File: config.mk
export PLATFORM = sky130hd
export DESIGN_NAME = reset_sequencer
export DESIGN_NICKNAME = d
export VERILOG_FILES = /design/src/rtl/reset_sequencer.sv
export SDC_FILE = /design/constraint.sdc
export NUM_CORES = 1
export LEC_CHECK = 0
export CORE_MARGIN = 2
export CORE_UTILIZATION = 60
export CTS_CLUSTER_SIZE = 16
export DETAILED_ROUTE_END_ITERATION = 8
export PLACE_DENSITY = 0.8
export SLEW_MARGIN = 10
export SYNTH_ARGS = -nofsm -noshare
export SYNTH_HDL_FRONTEND = slang
export SYNTH_SLANG_ARGS = --single-unit
export TNS_END_PERCENT = 50
File: constraint.sdc
create_clock -name iCLK -period 6.2 [get_ports iCLK]
set_clock_uncertainty 0.05 [all_clocks]
set_input_delay 1.24 -clock iCLK [delete_from_list [all_inputs] [get_ports iCLK]]
set_output_delay 1.24 -clock iCLK [all_outputs]
set_load 0.01 [all_outputs]
File: src/rtl/reset_sequencer.sv
// Ordered release of the clocking, SDRAM and camera reset domains, with done handshakes.
// Define RSEQ_WATCHDOG_EN to restart stages 1-2 when a done level drops while running.
module reset_sequencer #(
  parameter logic [31:0] DLY0      = 32'h1FFFFF,
  parameter logic [31:0] DLY1      = 32'h100000,
  parameter logic [31:0] DLY2      = 32'hF00000,
  parameter logic [31:0] TIMEOUT   = 32'h400000,
  parameter int unsigned MAX_RETRY = 2
) (
  input  logic       iCLK,
  input  logic       iRST,
  input  logic       iDONE_1,
  input  logic       iDONE_2,
  input  logic       iSOFT_RST,
  output logic       oRST_0,
  output logic       oRST_1,
  output logic       oRST_2,
  output logic       oREADY,
  output logic       oFAULT,
  output logic [2:0] oSTATE
);

  typedef enum logic [2:0] {
    StHold  = 3'd0,
    StDly0  = 3'd1,
    StDly1  = 3'd2,
    StAck1  = 3'd3,
    StDly2  = 3'd4,
    StAck2  = 3'd5,
    StRun   = 3'd6,
    StFault = 3'd7
  } stateT;

  localparam logic [2:0] MaxRetry = MAX_RETRY[2:0];

  stateT       state;
  logic [31:0] cnt;
  logic [2:0]  retry;
  logic        runRestart;

`ifdef RSEQ_WATCHDOG_EN
  assign runRestart = iSOFT_RST | ~iDONE_1 | ~iDONE_2;
`else
  assign runRestart = iSOFT_RST;
`endif

  assign oSTATE = state;

  always_ff @(posedge iCLK) begin
    if (iRST) begin
      state  <= StHold;
      cnt    <= '0;
      retry  <= '0;
      oRST_0 <= 1'b0;
      oRST_1 <= 1'b0;
      oRST_2 <= 1'b0;
      oREADY <= 1'b0;
      oFAULT <= 1'b0;
    end else begin
      case (state)
        StHold: begin
          state <= StDly0;
          cnt   <= '0;
        end
        StDly0: begin
          if (cnt == DLY0 - 32'd1) begin
            oRST_0 <= 1'b1;
            state  <= StDly1;
            cnt    <= '0;
          end else begin
            cnt <= cnt + 32'd1;
          end
        end
        StDly1: begin
          if (cnt == DLY1 - 32'd1) begin
            oRST_1 <= 1'b1;
            state  <= StAck1;
            cnt    <= '0;
          end else begin
            cnt <= cnt + 32'd1;
          end
        end
        StAck1: begin
          // A done seen on the timeout edge still wins.
          if (iDONE_1) begin
            retry <= '0;
            state <= StDly2;
            cnt   <= '0;
          end else if (cnt == TIMEOUT - 32'd1) begin
            oRST_1 <= 1'b0;
            cnt    <= '0;
            if (retry < MaxRetry) begin
              retry <= retry + 3'd1;
              state <= StDly1;
            end else begin
              oFAULT <= 1'b1;
              state  <= StFault;
            end
          end else begin
            cnt <= cnt + 32'd1;
          end
        end
        StDly2: begin
          if (cnt == DLY2 - 32'd1) begin
            oRST_2 <= 1'b1;
            state  <= StAck2;
            cnt    <= '0;
          end else begin
            cnt <= cnt + 32'd1;
          end
        end
        StAck2: begin
          if (iDONE_2) begin
            retry  <= '0;
            oREADY <= 1'b1;
            state  <= StRun;
            cnt    <= '0;
          end else if (cnt == TIMEOUT - 32'd1) begin
            oRST_2 <= 1'b0;
            cnt    <= '0;
            if (retry < MaxRetry) begin
              retry <= retry + 3'd1;
              state <= StDly2;
            end else begin
              oFAULT <= 1'b1;
              state  <= StFault;
            end
          end else begin
            cnt <= cnt + 32'd1;
          end
        end
        StRun: begin
          cnt <= '0;
          if (runRestart) begin
            oRST_1 <= 1'b0;
            oRST_2 <= 1'b0;
            oREADY <= 1'b0;
            oFAULT <= 1'b0;
            retry  <= '0;
            state  <= StDly1;
          end
        end
        StFault: begin
          cnt <= '0;
          // Failed stage stays held; only a software restart or iRST leaves here.
          if (iSOFT_RST) begin
            oRST_1 <= 1'b0;
            oRST_2 <= 1'b0;
            oREADY <= 1'b0;
            oFAULT <= 1'b0;
            retry  <= '0;
            state  <= StDly1;
          end
        end
      endcase
    end
  end

endmodule

==> summary.md, run 1 <==
| Metric | Value |
|---|---|
| CTS H-tree lvls | 2 |
| Vias per cell | approximately 5.8 |
| Synthesized Nets | 265 |
| Actual slew at the worst max-slew pin | 0.7878 ns |
| IO buf count | 12 |
| Final setup fails | 0 |
| Top FF cell, synth | dfxtp_1 |
| Achievable Freq | 340.9 MHz |
| CP Capture Type | output port |
| Hold WS | 0.4287 ns |
| Synth Register Bits | 43 |
| Reg2reg end | cnt[25] |
| Total CTS buffers | 5 |
| Async S/R FF share, synth | 0% |
| Die area | roughly 4200 um^2 |
| Area of the mapped netlist | around 2200 um^2 |
| DR vias | 1,829 |
| FP Rows | 22 |
| HP Class | reg2reg |
| Largest net degree at the start of global routing | 33 |
| HP Start | oFAULT |
| Grt ovf | 0 |
| Placer congestion estimate | 0.9307 |
| Post-DP HPWL | 2.963 mm |
| Fin crit period | 2.933 ns |
| Post-CTS Setup Inserts | 0 |
| CP required | 4.91 ns |
| Die X | ~65 um |
| Slew Limit Fails | 0 |
| Fin crit share | 47.31% |
| WP buf/inv | 1 |
| FF-to-FF Start | cnt[0] |
| Worst-Skew Late Latency | 0.30 ns |
| Layout area overhead | 10.94% |
| Final WS setup | 3.267 ns |
| Final #Nets | 275 |
| PwrDens | about 280 nW/um^2 |
| VDD IR max | 229.0 uV |
| Initial Util | approximately three fifths |
| Hold path depth | 2 |
| Hold path endpoint | oFAULT |
| Post-DRT Antenna Nets | 0 |
| Critical path, cell by cell | clkdlybuf4s50_1 |
| Final WL | 4.271 mm |
| Die Span Y | roughly 65 um |
| Outcome | finished, final reports clean |
| Drt first pass iters | 4 |
| Root Buffer | clkbuf_8 |
| First-pass GRT wire length | 7.300 mm |
| Wire per inst | 13.52 um |
| DRC Markers | 0 |
| R2r setup slk | ~3.7 ns |
| Relative slew margins | roughly 47% |
| Syn Area/Cell | 8.719 um^2 |
| RSZ-0062 raised after global routing | false |
| Synth Instances | 257 |
| CTS tree | built |
| CTS max path bufs | 2 |
| Diode count | 0 |
| Setup Total Neg Slack | 0 ns |
| CTS clk-pin slew, worst paths | about 0.080 ns |
| Type of origin of the critical path | flop |
| Vias in the first global route | 1,676 |
| Worst EP arrival | 1.64 ns |
| Layout cells sized above 1 | about 7.5% |
| Static Leak | 0.8883 nW |
| Delay-heaviest family, CP | flip-flops |
| Clk sink count | 43 |
| Starting DRT DRC Count | 104 |
| Worst r2r path cells | 7 |
| Core area | 3633 um^2 |
| Synth cell types | 47 |
| CP peak stage delay | ~0.70 ns |
| Post-CTS Resized | 0 |
| # IOs | 13 |
| Tot GR Track Use | 21.95% |
| Worst Path Max Fanout | 16 |
| Post-synth EDFFs | 0 |
| WS Path Type | reg2out |
| Initial antenna violation count | 0 |
| MaxCap Viol Count | 0 |
| Yosys warning count | 0 |
| Slowest cell on crit path | dfxtp_1 |
| Hold-fix buffers, CTS | 0 |
| Power Total | approximately 0.00070 W |
| Seq/Total Area, Yosys | around two fifths |
| Hold Violations, Final | 0 |
| Pre-CTS setup slack | 3.104 ns |
[flip-flops by register name, summed over array words and instances (netlist names)]
name	flops
oREADY	1
cnt	32
oRST_1	1
oFAULT	1
oSTATE	3
oRST_0	1
retry	3
oRST_2	1
[worst max path at each step]
stage                    from         to  slack (ns)  depth (start not counted)
finish              oSTATE[0]  oSTATE[0]        3.27                          1
global route          iDONE_1    cnt[25]        3.20                          6
CTS                 oSTATE[0]  oSTATE[0]        3.28                          1
detailed placement    iDONE_1     cnt[8]        3.10                          6
global placement      iDONE_1    cnt[16]        3.16                          6
floorplan             iDONE_1    cnt[22]        3.82                          6
[synth_stat cells (all sizes together), types with 5 or more instances]
cell / instances / area share, %
a21oi: 10 / 2.2
and3: 5 / 1.4
and4: 7 / 2.7
clkbuf: 5 / 0.84
dfxtp: 43 / 38
inv: 5 / 0.84
nand2: 16 / 2.7
nand3: 16 / 3.6
nand4: 5 / 1.7
nor2: 46 / 7.7
nor3: 5 / 1.1
nor3b: 5 / 1.7
o21ai: 6 / 1.3
xnor2: 8 / 3.1
xor2: 23 / 9.0
[per-stage QoR]
| step | cells | util (%) | area, um^2 |
|---|---|---|---|
| 2_1_floorplan | 257 | - | 2241 |
| 3_3_place_gp | 308 | 65.08 | 2365 |
| 3_5_place_dp | 308 | 65.08 | 2365 |
| 4_1_cts | 316 | 68.42 | 2486 |
| 5_1_grt | 316 | 68.42 | 2486 |
| 6_report | 316 | 68.42 | 2486 |
[report_power, final]
group | leakage (nW) | switching (W) | internal, W
sequential | 0.347 | 0.0000288 | 0.000287
combinational | 0.480 | 0.0000904 | 0.0000650
clock | 0.0618 | 0.0000992 | 0.000132
[layout make-up]
| class | count | area, um^2 |
|---|---|---|
| Multi-Input combinational cell | 200 | 1305 |
| Fill cell | 317 | 1147 |
| Sequential cell | 43 | 860.8 |
| Timing Repair Buffer | 12 | 120.1 |
| Clock buffer | 6 | 82.58 |
| Tap cell | 48 | 60.06 |
| Clock inverter | 2 | 38.79 |
| Inverter | 5 | 18.77 |
[layer usage]
metal | vias to the layer above | share of wire [%] | GRT usage (%)
met5 | - | 0 | 0
met4 | 0 | 1.2 | 8.854
met3 | 7 | 3.8 | 5.308
met2 | 33 | 46 | 34.41
met1 | 861 | 49 | 29.19
li1 | 928 | - | -
[logic make-up (layout without fill, tap and decap cells)]
family | count (synthesis) | count (layout) | share of synthesized area, %
buffers and inverters | 14 | 25 | 3.350
flip-flops | 43 | 43 | 38.41
AO/OA/AOI/OAI | 37 | 37 | 12.68
AND/OR/NAND/NOR | 129 | 129 | 31.77
adder cells (fa/ha/maj) | 3 | 3 | 1.675
XOR/XNOR | 31 | 31 | 12.12
[layout by cell type (no fill, tap or decap), types with 6 or more instances in the layout]
| cell | count |
|---|---|
| o21ai_0 | 6 |
| and4_1 | 7 |
| dfxtp_1 | 43 |
| xnor2_1 | 8 |
| nand3_1 | 16 |
| xor2_1 | 23 |
| a21oi_1 | 10 |
| nand2_1 | 16 |
| clkdlybuf4s50_1 | 12 |
| nor2_1 | 46 |
| clkbuf_8 | 6 |
(Power assumes the default switching activity.)
==> inputs of run 2 (changes only) <==
--- a/config.mk
+++ b/config.mk
@@ -6,10 +6,10 @@
 export NUM_CORES = 1
 export LEC_CHECK = 0
 export CORE_MARGIN = 2
-export CORE_UTILIZATION = 60
+export CORE_UTILIZATION = 59
 export CTS_CLUSTER_SIZE = 16
 export DETAILED_ROUTE_END_ITERATION = 8
-export PLACE_DENSITY = 0.8
+export PLACE_DENSITY = 0.79
 export SLEW_MARGIN = 10
 export SYNTH_ARGS = -nofsm -noshare
 export SYNTH_HDL_FRONTEND = slang
==> constraint.sdc (replaced) <==
create_clock -name iCLK -period 2.95 [get_ports iCLK]
set_clock_uncertainty 0.05 [all_clocks]
set_input_delay 0.59 -clock iCLK [delete_from_list [all_inputs] [get_ports iCLK]]
set_output_delay 0.59 -clock iCLK [all_outputs]
set_load 0.01 [all_outputs]
==> summary.md, run 2 (synthesized netlist as in run 1, its figures left out) <==
| Metric | Value |
|---|---|
| Relative slew margins | 57.98% |
| RSZ-0062 raised after global routing | false |
| Clock power share | 31.1% |
| PwrDens | 579.7 nW/um^2 |
| Reg power frac | 44.8% |
| Commonest non-fill, non-tap cells in the layout | nor2_1, dfxtp_1, xor2_1 |
| DR vias | roughly 1,900 |
| CP Depth | 7 |
| Root Buffer | clkbuf_8 |
| Achievable Freq | approximately 410 MHz |
| Slowest cell on crit path | nor4b_4 |
| Layout area overhead | 11.28% |
| Fin crit share | 83.66% |
| Die Span Y | around 66 um |
| Tot GR Track Use | about 21% |
| FP Rows | 22 |
| Die X | 65.63 um |
| CP peak stage delay | 0.41 ns |
| Final WS setup | 0.4821 ns |
| Worst-Skew Late Latency | 0.30 ns |
| Core area | 3661 um^2 |
| Actual slew at the worst max-slew pin | 0.6254 ns |
| Die area | 4307 um^2 |
| Hold path depth | 2 |
| Static Leak | 0.8930 nW |
| Slew Limit Fails | 0 |
| Type of origin of the critical path | flop |
| Combinational Power Share | 24.0% |
| Post-DRT Antenna Nets | 0 |
| Placer congestion estimate | 0.9334 |
| Total CTS buffers | 5 |
| Wire per inst | 13.36 um |
| Reg with most FFs | cnt |
| Worst EP arrival | approximately 2.6 ns |
| Final setup fails | 0 |
| P_int | 0.0009949 W |
| Layout cells sized above 1 | 8.148% |
| Setup Total Neg Slack | 0 ns |
| MaxCap Viol Count | 0 |
| Final WL | 4.247 mm |
| Starting DRT DRC Count | 93 |
| Max FFs per register | 32 |
| Net Sw Frac | 31.17% |
| Switching pwr | 0.0004506 W |
| Vias per cell | 5.830 |
| Initial Util | approximately three fifths |
| Most common cell after layout, fill and taps aside | nor2_1 |
| WP buf/inv | 0 |
| Diode count | 0 |
| Largest net degree at the start of global routing | 33 |
| Delay-heaviest family, CP | simple AND/OR/NAND/NOR gates |
| Non-Filler Instances | between 300 and 400 |
| Fin crit period | 2.468 ns |
| Final #Nets | 278 |
| Placed cell count | 311 |
| Vias in the first global route | 1,636 |
| Drt first pass iters | 4 |
| Hold Violations, Final | 0 |
| WS Path Type | reg2reg |
| First-pass GRT wire length | 7.176 mm |
| CP Capture Type | flop |
| HP Class | reg2reg |
| # IOs | 13 |
| IO buf count | 12 |
| DRC Markers | 0 |
| CTS clk-pin slew, worst paths | 0.08 ns |
| Critical path, cell by cell | ha_1, nand3_1, or3_4, nor4b_4, nand3b_4, a31o_4, nor2_1 |
| Worst r2r path cells | 7 |
| Outcome | finished, final reports clean |
| Post-CTS Setup Inserts | 0 |
| Grt ovf | 0 |
| Pre-CTS setup slack | 0.4451 ns |
| Clk sink count | 43 |
| CTS tree | built |
| CTS max path bufs | 2 |
| Hold-fix buffers, CTS | 0 |
| VDD IR max | 322.3 uV |
| CTS H-tree lvls | 2 |
| Post-CTS Resized | 0 |
| Initial antenna violation count | 0 |
| Worst Path Max Fanout | 32 |
| Post-DP HPWL | 3.037 mm |
| CP required | 3.07 ns |
-- run 2: stage by stage --
| stage | power (W) | utilization [%] | hold WS, ns | cell area (um^2) |
|---|---|---|---|---|
| final | 0.001445 | 68.11 | 0.4226 | 2494 |
| after global placement | 0.001005 | 65.21 | 0.3992 | 2387 |
| after CTS | 0.001451 | 68.11 | 0.4297 | 2494 |
| after global routing | 0.001517 | 68.11 | 0.4492 | 2494 |
| after detailed placement | 0.001003 | 65.21 | 0.4137 | 2387 |
| after floorplan | 0.0009490 | - | 0.3871 | 2241 |
-- run 2: routing by layer --
layer / vias up / wire length, um / global-route usage (%)
li1: 932 / - / -
met1: 885 / 2071 / 27.84
met2: 33 / 1977 / 34.72
met3: 4 / 161 / 5.651
met4: 0 / 36 / 6.250
met5: - / 0 / 0
-- run 2: final cells by class --
cell class | count | area, um^2
sequential | 43 | 860.8
clock buffer | 5 | 68.82
multi-input combinational | 200 | 1305
fill | 291 | 1167
timing repair buffer | 15 | 142.6
clock inverter | 2 | 37.54
inverter | 5 | 18.77
tap | 48 | 60.06
-- run 2: worst reg2reg max path, cell delays in order (launching register included) --
cell,delay (ns)
dfxtp_1,0.40
ha_1,0.23
nand3_1,0.13
or3_4,0.40
nor4b_4,0.41
nand3b_4,0.24
a31o_4,0.39
nor2_1,0.10
-- run 2: power groups by stage --
| stage | registers [W] | logic [W] | clock network [W] |
|---|---|---|---|
| after floorplan | 0.000650 | 0.000299 | 0 |
| after global placement | 0.000658 | 0.000347 | 0 |
| after detailed placement | 0.000659 | 0.000344 | 0 |
| after CTS | 0.000645 | 0.000346 | 0.000460 |
| after global routing | 0.000651 | 0.000381 | 0.000485 |
| final | 0.000648 | 0.000348 | 0.000450 |
-- run 2: worst paths after layout --
| check | start | to | slack (ns) |
|---|---|---|---|
| hold reg to reg | oFAULT | oFAULT | 0.42 |
| setup / recovery | cnt[0] | cnt[27] | 0.48 |
| setup reg to reg | cnt[0] | cnt[27] | 0.48 |
| hold / removal | oFAULT | oFAULT | 0.42 |
